File: src/rtl/tone_gen_if.sv
// Control/status bundle for one tone_gen voice: burst parameters and trigger/stop in,
// busy/done/sample out. The voice sits on the slave side.
interface tone_gen_if #(
    parameter int WIDTH = 24,
    parameter int PER_W = 20,
    parameter int DUR_W = 24
);
    logic [PER_W-1:0] period;
    logic [WIDTH-1:0] amplitude;
    logic [DUR_W-1:0] duration;
    logic             trigger;
    logic             stop;
    logic             busy;
    logic             done;
    logic [WIDTH-1:0] out;

    modport master (
        output period, amplitude, duration, trigger, stop,
        input  busy, done, out
    );

    modport slave (
        input  period, amplitude, duration, trigger, stop,
        output busy, done, out
    );
endinterface

File: src/rtl/tone_gen.sv
// Triggerable square-wave tone generator: programmable half-period, level, burst length, polarity.
// Optional exponential decay is compiled in with `define TONE_GEN_DECAY_EN.
module tone_gen #(
    parameter int WIDTH     = 24,
    parameter int PER_W     = 20,
    parameter int DUR_W     = 24,
    parameter int SIGNED    = 0,
    parameter int DECAY_CYC = 1000000
) (
    input  logic      CLOCK_50,
    input  logic      reset,
    tone_gen_if.slave tg
);
    typedef enum logic [1:0] {IDLE, HIGH, LOW} state_t;

    state_t           state_reg, state_next;
    logic [PER_W-1:0] per_q, per_next;
    logic [WIDTH-1:0] amp_q, amp_next;
    logic [DUR_W-1:0] dur_q, dur_next;
    logic [PER_W-1:0] ph_cnt, ph_cnt_next;
    logic [DUR_W-1:0] dur_cnt, dur_cnt_next;
    logic             done_reg, done_next;
    logic [WIDTH-1:0] out_reg, out_next;

    if (DECAY_CYC < 1) begin : g_bad_cfg
        $error("tone_gen: DECAY_CYC must be at least 1");
    end

`ifdef TONE_GEN_DECAY_EN
    localparam int DC_W = (DECAY_CYC > 1) ? $clog2(DECAY_CYC) : 1;
    logic [DC_W-1:0] dc_cnt, dc_cnt_next;

    always_ff @(posedge CLOCK_50 or posedge reset) begin
        if (reset) dc_cnt <= '0;
        else       dc_cnt <= dc_cnt_next;
    end
`endif

    always_ff @(posedge CLOCK_50 or posedge reset) begin
        if (reset) begin
            state_reg <= IDLE;
            per_q     <= '0;
            amp_q     <= '0;
            dur_q     <= '0;
            ph_cnt    <= '0;
            dur_cnt   <= '0;
            done_reg  <= 1'b0;
            out_reg   <= '0;
        end else begin
            state_reg <= state_next;
            per_q     <= per_next;
            amp_q     <= amp_next;
            dur_q     <= dur_next;
            ph_cnt    <= ph_cnt_next;
            dur_cnt   <= dur_cnt_next;
            done_reg  <= done_next;
            out_reg   <= out_next;
        end
    end

    // Priority: trigger (restart) > stop (silent abort) > natural end > phase toggle.
    always_comb begin
        state_next   = state_reg;
        per_next     = per_q;
        amp_next     = amp_q;
        dur_next     = dur_q;
        ph_cnt_next  = ph_cnt;
        dur_cnt_next = dur_cnt;
        done_next    = 1'b0;
        out_next     = '0;
`ifdef TONE_GEN_DECAY_EN
        dc_cnt_next  = dc_cnt;
`endif
        if (tg.trigger) begin
            state_next   = HIGH;
            per_next     = (tg.period == '0) ? PER_W'(1) : tg.period;
            amp_next     = tg.amplitude;
            dur_next     = tg.duration;
            ph_cnt_next  = '0;
            dur_cnt_next = '0;
`ifdef TONE_GEN_DECAY_EN
            dc_cnt_next  = '0;
`endif
        end else if (state_reg != IDLE) begin
            if (tg.stop) begin
                state_next = IDLE;
            end else begin
                dur_cnt_next = dur_cnt + 1'b1;
                if (ph_cnt == per_q - 1'b1) begin
                    ph_cnt_next = '0;
                    state_next  = (state_reg == HIGH) ? LOW : HIGH;
                end else begin
                    ph_cnt_next = ph_cnt + 1'b1;
                end
`ifdef TONE_GEN_DECAY_EN
                if (dc_cnt == DC_W'(DECAY_CYC - 1)) begin
                    dc_cnt_next = '0;
                    amp_next    = amp_q >> 1;
                end else begin
                    dc_cnt_next = dc_cnt + 1'b1;
                end
                // A fully decayed voice is treated as a natural burst end.
                if (amp_next == '0) begin
                    state_next = IDLE;
                    done_next  = 1'b1;
                end
`endif
                // Duration end overrides any coincident toggle; the counter freezes here.
                if ((dur_q != '0) && (dur_cnt == dur_q - 1'b1)) begin
                    state_next   = IDLE;
                    done_next    = 1'b1;
                    dur_cnt_next = dur_cnt;
                end
            end
        end

        case (state_next)
            HIGH:    out_next = amp_next;
            LOW:     out_next = (SIGNED != 0) ? (-amp_next) : '0;
            default: out_next = '0;
        endcase
    end

    assign tg.busy = (state_reg != IDLE);
    assign tg.done = done_reg;
    assign tg.out  = out_reg;
endmodule

File: src/flat_wrapper.sv
// flat-port wrapper written by rule: the top's interface ports become plain ports
module tone_gen_flat 
#(
    parameter int WIDTH     = 24,
    parameter int PER_W     = 20,
    parameter int DUR_W     = 24,
    parameter int SIGNED    = 0,
    parameter int DECAY_CYC = 1000000
)
  (CLOCK_50, reset, tg_period, tg_amplitude, tg_duration, tg_trigger, tg_stop, tg_busy, tg_done, tg_out);
  tone_gen_if #(.WIDTH(WIDTH), .PER_W(PER_W), .DUR_W(DUR_W)) tg_i ();
  input  logic CLOCK_50;
  input  logic reset;
  input wire logic [$bits(tg_i.period)-1:0] tg_period;
  input wire logic [$bits(tg_i.amplitude)-1:0] tg_amplitude;
  input wire logic [$bits(tg_i.duration)-1:0] tg_duration;
  input wire logic [$bits(tg_i.trigger)-1:0] tg_trigger;
  input wire logic [$bits(tg_i.stop)-1:0] tg_stop;
  output wire logic [$bits(tg_i.busy)-1:0] tg_busy;
  output wire logic [$bits(tg_i.done)-1:0] tg_done;
  output wire logic [$bits(tg_i.out)-1:0] tg_out;
  assign tg_i.period = tg_period;
  assign tg_i.amplitude = tg_amplitude;
  assign tg_i.duration = tg_duration;
  assign tg_i.trigger = tg_trigger;
  assign tg_i.stop = tg_stop;
  assign tg_busy = tg_i.busy;
  assign tg_done = tg_i.done;
  assign tg_out = tg_i.out;
  tone_gen #(.WIDTH(WIDTH), .PER_W(PER_W), .DUR_W(DUR_W), .SIGNED(SIGNED), .DECAY_CYC(DECAY_CYC)) u_core (.CLOCK_50(CLOCK_50), .reset(reset), .tg(tg_i));
endmodule
File: config.mk
export PLATFORM = sky130hd
export DESIGN_NAME = tone_gen_flat
export DESIGN_NICKNAME = d
export VERILOG_FILES = /design/src/rtl/tone_gen_if.sv /design/src/rtl/tone_gen.sv /design/src/flat_wrapper.sv
export SDC_FILE = /design/constraint.sdc
export NUM_CORES = 1
export LEC_CHECK = 0
export BUFFER_PORTS_ARGS = -buffer_cell sky130_fd_sc_hd__buf_2
export CAP_MARGIN = 25
export CORE_MARGIN = 5
export CORE_UTILIZATION = 61
export CTS_BUF_LIST = sky130_fd_sc_hd__clkbuf_2
export CTS_CLUSTER_DIAMETER = 120
export DETAILED_ROUTE_END_ITERATION = 12
export PLACE_DENSITY = 0.82
export SYNTH_ARGS = -nofsm -noshare
export SYNTH_HDL_FRONTEND = slang
export SYNTH_SLANG_ARGS = --single-unit
export TNS_END_PERCENT = 5
File: constraint.sdc
create_clock -name CLOCK_50 -period 10.4 [get_ports CLOCK_50]
set_clock_uncertainty 0.05 [all_clocks]
set_input_delay 2.08 -clock CLOCK_50 [delete_from_list [all_inputs] [get_ports CLOCK_50]]
set_output_delay 2.08 -clock CLOCK_50 [all_outputs]
set_load 0.1 [all_outputs]
# [Word-level counts from Yosys, hierarchy flattened]
# Index checks and enable logic that the tools add are counted.
[word_totals] regBits=139 latch_bits=0 ramBits=0 romBits=0 in_bits=72 out_inout_bits=26 word_cells=46 memories=0
[op_classes] addsub=4 mul=0 n_div=0 magnitude_cmp=0 n_eq_ne=6 n_shift=0 mux=21 n_bitwise=0 n_reduce_logical=7
[op_table] op="24-bit 2-to-1 mux" n=6
[op_table] op="20-bit 2-to-1 mux" n=5
[op_table] op="24-bit by 1-bit adder with 24-bit output, second input constant" n=1
[op_table] op="24-bit == test" n=1
[op_table] op="24-bit nonzero test" n=1
[op_table] op="24-bit by 1-bit subtractor with 24-bit output, second input constant" n=1
[op_table] op="20-bit by 1-bit adder with 20-bit output, second input constant" n=1
[op_table] op="20-bit == test" n=1
[op_table] op="20-bit logical NOT" n=1
[op_table] op="20-bit by 1-bit subtractor with 20-bit output, second input constant" n=1
[op_table] op="2-bit 2-to-1 mux" n=6
[op_table] op="2-bit by 1-bit == test with 1-bit output, second input constant" n=2
[op_table] op="1-bit 2-to-1 mux" n=4
[op_table] op="2-bit inequality test, second input constant" n=2
[op_table] op="2-bit nonzero test" n=2
[op_table] op="3-bit AND reduction" n=1
[op_table] op="2-bit AND reduction" n=1
[op_table] op="1-bit logical AND" n=1

# [Depth between registers and ports, before layout]
# Gate-level depths: netlist of run 1.
[depth] ltp_word=9 ltp_mapped=14

# [Worst setup path after synthesis of run 1]
# OpenSTA, ideal clock, no wires.
[synth_path] path_type="input -> register" from="in tg_trigger" to="reg u_core.dur_q[11]" setup_time_ns=0.125 t_arrival_ns=3.255 required_time_ns=10.225 setup_slack_ns=6.970 cell_stages=4 n_path_buf=3 path_cell_list="buf_2 -> clkbuf_1 -> buf_1 -> mux2_2"
[synth_rtl] item="start, declared" line_no="flat_wrapper.sv:17" text="input wire logic [$bits(tg_i.trigger)-1:0] tg_trigger;"
[synth_rtl] item="end signal, assigned" line_no="tone_gen.sv:53" text="dur_q <= dur_next;"
[synth_rtl] item="end, declared" line_no="tone_gen.sv:19" text="logic [DUR_W-1:0] dur_q, dur_next;"
# No word-level cell between the ends.

# [Worst setup path in the final report of run 1]
[layout_path] from="reg u_core.dur_q[0]" to="reg u_core.dur_cnt[22]"
[layout_via] elab_chain_len=5 elab_cells_between_ends=6
[layout_lines] item="24-bit by 1-bit subtractor with 24-bit output" line_no="tone_gen.sv:109" text="if ((dur_q != '0) && (dur_cnt == dur_q - 1'b1)) begin"
[layout_lines] item="24-bit == test" line_no="tone_gen.sv:109"
[layout_lines] item="1-bit logical AND *" line_no="tone_gen.sv:109"
[layout_lines] item="2-bit inequality test (no source line) *"
[layout_lines] item="3-bit AND reduction (no source line) *"
[layout_lines] item="end signal, assigned" line_no="tone_gen.sv:55" text="dur_cnt <= dur_cnt_next;"
[layout_lines] item="end, declared" line_no="tone_gen.sv:21" text="logic [DUR_W-1:0] dur_cnt, dur_cnt_next;"
# Every way passes the cells marked *; elsewhere a longest branch is shown, timed or not.
# A chain may end at the register's enable or synchronous reset.

==> impl_metrics.env, run 1 <==
export IMPL_seq_area_frac_synth_pct=46.8
export IMPL_cp_start_kind="flip-flop"
export IMPL_synth_yosys_warnings=0
export IMPL_final_cell_mix="dfrtp_1, buf_2, mux2_2"
export IMPL_via_per_inst=6.10
export IMPL_nets=864
export IMPL_switching_share_pct=35.5
export IMPL_rows=40
export IMPL_critPathMaxStageDelay_ps=640
export IMPL_fmax_ghz=0.239
export IMPL_intPower_w=0.000752
export IMPL_grt_max_degree=77
export IMPL_synth_seq_cells=139
export IMPL_placed_area_um2=7980
export IMPL_io_buffers=97
export IMPL_ys_top_cells_by_area="dfrtp_1, mux2_2, xnor2_1, nor2b_1, xor2_1"
export IMPL_drive_gt1_share_pct=27.9
export IMPL_cpMaxStageDelayCell="nor4_4"
export IMPL_tightestPinTransition_ps=933
export IMPL_syn_area_um2=7440
export IMPL_cts_resized=0
export IMPL_grt_first_pass_wirelength_mm=28.3
export IMPL_cts_htree_levels=4
export IMPL_synth_edff_count=0
export IMPL_finalSetupTns_ps=0
export IMPL_design_area_um2=8220
export IMPL_drv_slew=0
export IMPL_yosys_area_top_type="dfrtp_1"
export IMPL_critical_path_cell_chain="inv_1, ha_1, nor3b_4, nand4_2, or4_1, a22oi_1, nand4_1, nor4_4, or2_1, nor3_1, mux2_1"
export IMPL_status="complete, no violations"
export IMPL_finalHoldViolCount=0
export IMPL_holdBufCountCts=0
export IMPL_slew_headroom_pct=37.8
export IMPL_synthToLayoutAreaGrowth_pct=10.6
export IMPL_cts_buffers=17
export IMPL_grt_overflow_total=0
export IMPL_final_cell_count_no_fill=947
export IMPL_cts_sinks=139
export IMPL_critical_path_required_ps=10940
export IMPL_syn_inst=706
export IMPL_cts_tree="yes"
export IMPL_critPathKind="flip-flop to flip-flop"
export IMPL_multi_input_area_um2=3730
export IMPL_die_x_um=120
export IMPL_routedWlPerCell_um=17.6
export IMPL_switchingPower_w=0.000413
export IMPL_layout_commonest_cell="dfrtp_1"
export IMPL_initial_core_util_pct=62.2
export IMPL_setup_viol=0
export IMPL_place_gp_congestion=0.897
export IMPL_fin_hold_ws_ps=462
export IMPL_dpl_hpwl_mm=12.1
export IMPL_worstHoldPathType="flip-flop to flip-flop"
export IMPL_p_comb_share_pct=19.6
export IMPL_synthFlopType="dfrtp_1"
export IMPL_insertion_delay_ps=710
export IMPL_cap_violations=0
export IMPL_period_share_pct=40.2
export IMPL_vias=5772
export IMPL_grt_pass1_vias=5821
export IMPL_diodes=0
export IMPL_async_flop_share_pct=100
export IMPL_grt_total_usage_pct=24.2
export IMPL_die_y_um=120
export IMPL_ios=98
export IMPL_crit_fanout=15
export IMPL_path_buf_inv=1
export IMPL_cts_buffer_depth=2
export IMPL_p_seq_share_pct=53.0
export IMPL_core_area_um2=12000
export IMPL_p_per_area_nw_per_um2=142
export IMPL_clkSlewWorstSetupHoldPaths_ps=220
export IMPL_synth_top_cell_area_share_pct=46.8
export IMPL_dp_cells=915
export IMPL_yosysUniqueCellTypes=73
export IMPL_seq_area_um2=3480
export IMPL_p_leak_nw=3.53
export IMPL_drt_iter0_drc=549
export IMPL_worstPathArrival_ps=4720
export IMPL_drtPass1Iterations=4
export IMPL_postRouteAntennaNets=0
export IMPL_cpLargestDelayFamily="simple AND/OR/NAND/NOR gates"
export IMPL_die_area_um2=14500
export IMPL_fin_crit_ps=4180
export IMPL_synth_fp_nets=783
export IMPL_drcViolationCount=0
export IMPL_cts_setup_buffers=0
export IMPL_rsz0062_at_grt="false"
export IMPL_synth_avg_cell_area_um2=10.5
export IMPL_routed_wl_mm=16.7
export IMPL_ir_drop_uv=141
export IMPL_grt_antenna_before_repair=0
export IMPL_fillers=873
export IMPL_clkPwrFrac_pct=27.3
export IMPL_worstSetupEndpointType="flip-flop"
export IMPL_cts_root_buf="clkbuf_2"
cell families (layout without fill, tap and decap cells):
kind of cell / Yosys count / count (layout) / share of synthesized area, %
AOI/OAI and AO/OA: 116 / 116 / 10.6
and+or+nand+nor: 259 / 259 / 20.6
buffers and inverters: 53 / 147 / 3.01
xor gates and xnor gates: 63 / 63 / 7.42
adders and majority gates: 5 / 5 / 0.841
muxes: 71 / 71 / 10.7
DFF: 139 / 139 / 46.8
synth_stat cells, drive strengths merged, types with 6 or more instances:
master and number:
dfrtp 139, mux2 67, nor2 42, xnor2 41
nand2 39, a21oi 31, nor2b 31, nor4 25
nor3 23, buf 22, xor2 22, o21ai 21
a31oi 19, nand3 18, and3 17, clkbuf 17
nand4 15, inv 14, nand2b 9, or4 9
o31ai 6
cell type report:
type                            instances  share of cell area [%]
Clock buffer                           17                    1.04
Timing Repair Buffer                  101                    6.39
Tap cell                              147                    2.24
Sequential cell                       139                    42.3
Multi-Input combinational cell        514                    45.4
Inverter                               14                   0.700
Clock inverter                         15                    1.90
power by group through the flow:
| stage | Sequential (W) | Clock (W) | Combinational (W) |
|---|---|---|---|
| 6_report | 0.000617 | 0.000318 | 0.000229 |
| 5_1_grt | 0.000623 | 0.000356 | 0.000247 |
| 4_1_cts | 0.000616 | 0.000328 | 0.000230 |
| 3_5_place_dp | 0.000626 | 0 | 0.000229 |
| 3_3_place_gp | 0.000624 | 0 | 0.000220 |
| 2_1_floorplan | 0.000679 | 0 | 0.000119 |
per-stage QoR:
stage	setup slack (ps)	power, W	utilization [%]
5_1_grt	5970	0.00123	68.7
6_report	6220	0.00116	68.7
3_3_place_gp	6300	0.000843	66.6
2_1_floorplan	4550	0.000798	-
3_5_place_dp	6220	0.000855	66.7
4_1_cts	6260	0.00117	68.7
layer usage:
layer  share of wire [%]  vias up  wire, um  global-route usage, %
met2                  47      197      7760                   37.8
met5                   0        -         0                      0
met1                  44     2823      7350                   32.4
met3                 7.9       27      1330                   8.23
li1                    -     2725         -                      -
met4                 1.5        0       251                   6.59
worst reg2reg max path: cells and delay by family (launching register included):
kind            cells  cell delay (ps)
fa+ha+maj           1              190
simple gates        7             2720
flops               1              470
buf+inv             1              120
compound gates      1              190
mux                 1              340
final timing paths:
kind,startpoint,end,slack [ps],cells after the start
max in group asynchronous,reset,u_core.per_q[9]$_DFFE_PP0P_,7580,3
hold reg to reg,u_core.amp_q[22]$_DFF_PP0_,u_core.amp_q[22]$_DFF_PP0_,460,2
min in group asynchronous,reset,u_core.amp_q[12]$_DFF_PP0_,1340,2
setup reg to reg,u_core.dur_q[0]$_DFFE_PP0P_,u_core.dur_cnt[22]$_DFFE_PP0P_,6220,11
hold / removal,u_core.amp_q[22]$_DFF_PP0_,u_core.amp_q[22]$_DFF_PP0_,460,2
setup / recovery,u_core.dur_q[0]$_DFFE_PP0P_,u_core.dur_cnt[22]$_DFFE_PP0P_,6220,11
(Power assumes the default switching activity.)
==> run 2, diff against run 1 <==
--- a/config.mk
+++ b/config.mk
@@ -8,11 +8,11 @@
 export BUFFER_PORTS_ARGS = -buffer_cell sky130_fd_sc_hd__buf_2
 export CAP_MARGIN = 25
 export CORE_MARGIN = 5
-export CORE_UTILIZATION = 61
+export CORE_UTILIZATION = 60
 export CTS_BUF_LIST = sky130_fd_sc_hd__clkbuf_2
 export CTS_CLUSTER_DIAMETER = 120
 export DETAILED_ROUTE_END_ITERATION = 12
-export PLACE_DENSITY = 0.82
+export PLACE_DENSITY = 0.8
 export SYNTH_ARGS = -nofsm -noshare
 export SYNTH_HDL_FRONTEND = slang
 export SYNTH_SLANG_ARGS = --single-unit
==> constraint.sdc (replaced) <==
create_clock -name CLOCK_50 -period 4 [get_ports CLOCK_50]
set_clock_uncertainty 0.05 [all_clocks]
set_input_delay 0.8 -clock CLOCK_50 [delete_from_list [all_inputs] [get_ports CLOCK_50]]
set_output_delay 0.8 -clock CLOCK_50 [all_outputs]
set_load 0.1 [all_outputs]
==> run 2 against run 1 <==
  * First-iteration DRC count increased by 1.3%
  * Critical path depth is the same
  * Routed wire length increased by 0.71%
  * Register-to-register slack worse by 5900 ps
  * Global-route usage decreased by 0.14 points
  * Non-clock buffer count rose by 6
  * Die area rose by 1.5%
  * Power increased to 2.6 times the previous value
  * Critical endpoint is now u_core.dur_cnt[19]$_DFFE_PP0P_
  * Largest power group unchanged
==> impl_metrics.env, run 2 (synthesis gave the netlist of run 1 again) <==
export IMPL_io_buffers=97
export IMPL_grt_max_degree=116
export IMPL_finalHoldViolCount=0
export IMPL_grt_total_usage_pct=24.1
export IMPL_setup_viol=0
export IMPL_cts_tree="yes"
export IMPL_worstHoldPathCells=2
export IMPL_drtPass1Iterations=5
export IMPL_period_share_pct=92.9
export IMPL_postRouteAntennaNets=0
export IMPL_rr_worst_depth=11
export IMPL_grt_overflow_total=0
export IMPL_via_per_inst=6.03
export IMPL_fin_crit_ps=3720
export IMPL_layout_commonest_cell="dfrtp_1"
export IMPL_reg2reg_slack_ps=280
export IMPL_worstPathArrival_ps=4340
export IMPL_slew_headroom_pct=49.0
export IMPL_rsz0062_at_grt="false"
export IMPL_place_gp_congestion=0.930
export IMPL_nets=870
export IMPL_dpl_hpwl_mm=12.0
export IMPL_drive_gt1_share_pct=28.3
export IMPL_drv_slew=0
export IMPL_die_area_um2=14700
export IMPL_critPathKind="flip-flop to flip-flop"
export IMPL_drt_iter0_drc=556
export IMPL_die_y_um=121
export IMPL_p_seq_share_pct=53.0
export IMPL_crit_fanout=9
export IMPL_cts_htree_levels=4
export IMPL_grt_first_pass_wirelength_mm=28.3
export IMPL_cts_sinks=139
export IMPL_worstHoldPathType="input pin to flip-flop"
export IMPL_intPower_w=0.00191
export IMPL_synthToLayoutAreaGrowth_pct=11.6
export IMPL_p_per_area_nw_per_um2=364
export IMPL_p_total_w=0.00302
export IMPL_critical_path_required_ps=4620
export IMPL_switchingPower_w=0.00111
export IMPL_ir_drop_uv=339
export IMPL_switching_share_pct=36.7
export IMPL_drcViolationCount=0
export IMPL_tightestPinTransition_ps=765
export IMPL_ios=98
export IMPL_core_area_um2=12100
export IMPL_p_leak_nw=3.56
export IMPL_fin_hold_ws_ps=194
export IMPL_vias=5870
export IMPL_worstSetupEndpointType="flip-flop"
export IMPL_routed_wl_mm=16.8
export IMPL_initial_core_util_pct=61.6
export IMPL_finalSetupTns_ps=0
export IMPL_status="complete, no violations"
export IMPL_cp_start_kind="flip-flop"
export IMPL_rows=40
export IMPL_cts_buffers=17
export IMPL_cts_buffer_depth=2
export IMPL_setup_slack_ps=283
export IMPL_clkSlewWorstSetupHoldPaths_ps=270
export IMPL_insertion_delay_ps=760
export IMPL_cts_root_buf="clkbuf_2"
export IMPL_cap_violations=0
export IMPL_routedWlPerCell_um=17.3
export IMPL_fmax_ghz=0.269
export IMPL_die_x_um=121
export IMPL_grt_pass1_vias=5762
export IMPL_p_comb_share_pct=19.8
export IMPL_clkPwrFrac_pct=27.2
export IMPL_place_ws_ps=250
export IMPL_grt_antenna_before_repair=0
export IMPL_cts_resized=0
export IMPL_diodes=0
export IMPL_final_cell_mix="dfrtp_1, buf_2, mux2_2"
==> run 2: power by group through the flow <==
stage	Combinational [W]	Sequential [W]	Clock, W
after floorplan	0.000310	0.00177	0
after detailed placement	0.000598	0.00162	0
after CTS	0.000600	0.00160	0.000851
final	0.000597	0.00160	0.000821
after global routing	0.000644	0.00162	0.000914
after global placement	0.000579	0.00162	0
==> run 2: metal layers <==
| metal | track usage, % | share of wire (%) | wire length [um] |
|---|---|---|---|
| met5 | 0 | 0 | 0 |
| met3 | 7.69 | 8.6 | 1450 |
| met4 | 8.82 | 1.9 | 320 |
| met1 | 33.5 | 44 | 7440 |
| met2 | 35.3 | 45 | 7600 |
==> run 2: what timing repair did <==
item	4_1_cts	5_1_grt
endpoints found under the setup margin	0	32
setup buffers	0	2
hold buffers	1	0
endpoints found under the hold margin	19	0
==> run 2: cell type report <==
type	instances	area (um2)
sequential	139	3480
multi-input combinational	514	3730
fill	940	3760
inverter	14	56.3
clock buffer	17	85.1
clock inverter	15	146
tap	168	210
timing repair buffer	107	591
==> run 2: worst paths after layout <==
kind / start / end
max in group asynchronous: reset / u_core.per_q[8]$_DFFE_PP0P_
min: tg_duration[7] / u_core.dur_q[7]$_DFFE_PP0P_
min reg2reg: u_core.amp_q[22]$_DFF_PP0_ / u_core.amp_q[22]$_DFF_PP0_
min in group asynchronous: reset / u_core.dur_q[5]$_DFFE_PP0P_
max reg2reg: u_core.dur_q[5]$_DFFE_PP0P_ / u_core.dur_cnt[19]$_DFFE_PP0P_
max: u_core.dur_q[5]$_DFFE_PP0P_ / u_core.dur_cnt[19]$_DFFE_PP0P_
==> run 2: per-stage QoR <==
step	cell area [um2]	utilization [%]	instances
finish	8300	68.8	974
global route	8300	68.8	974
CTS	8290	68.7	972
detailed placement	8040	66.7	939
global placement	8040	66.7	939
floorplan	7440	-	706
==> run 2: worst max-delay path, stage by stage (launching register included) <==
cell and delay [ps]:
dfrtp_1 570, nor4_4 500, nand4_2 290, o211a_1 290
a311o_1 330, o21ai_2 180, nor4_4 40, buf_4 170
or2_1 320, buf_4 210, or4_1 510, a21oi_1 150
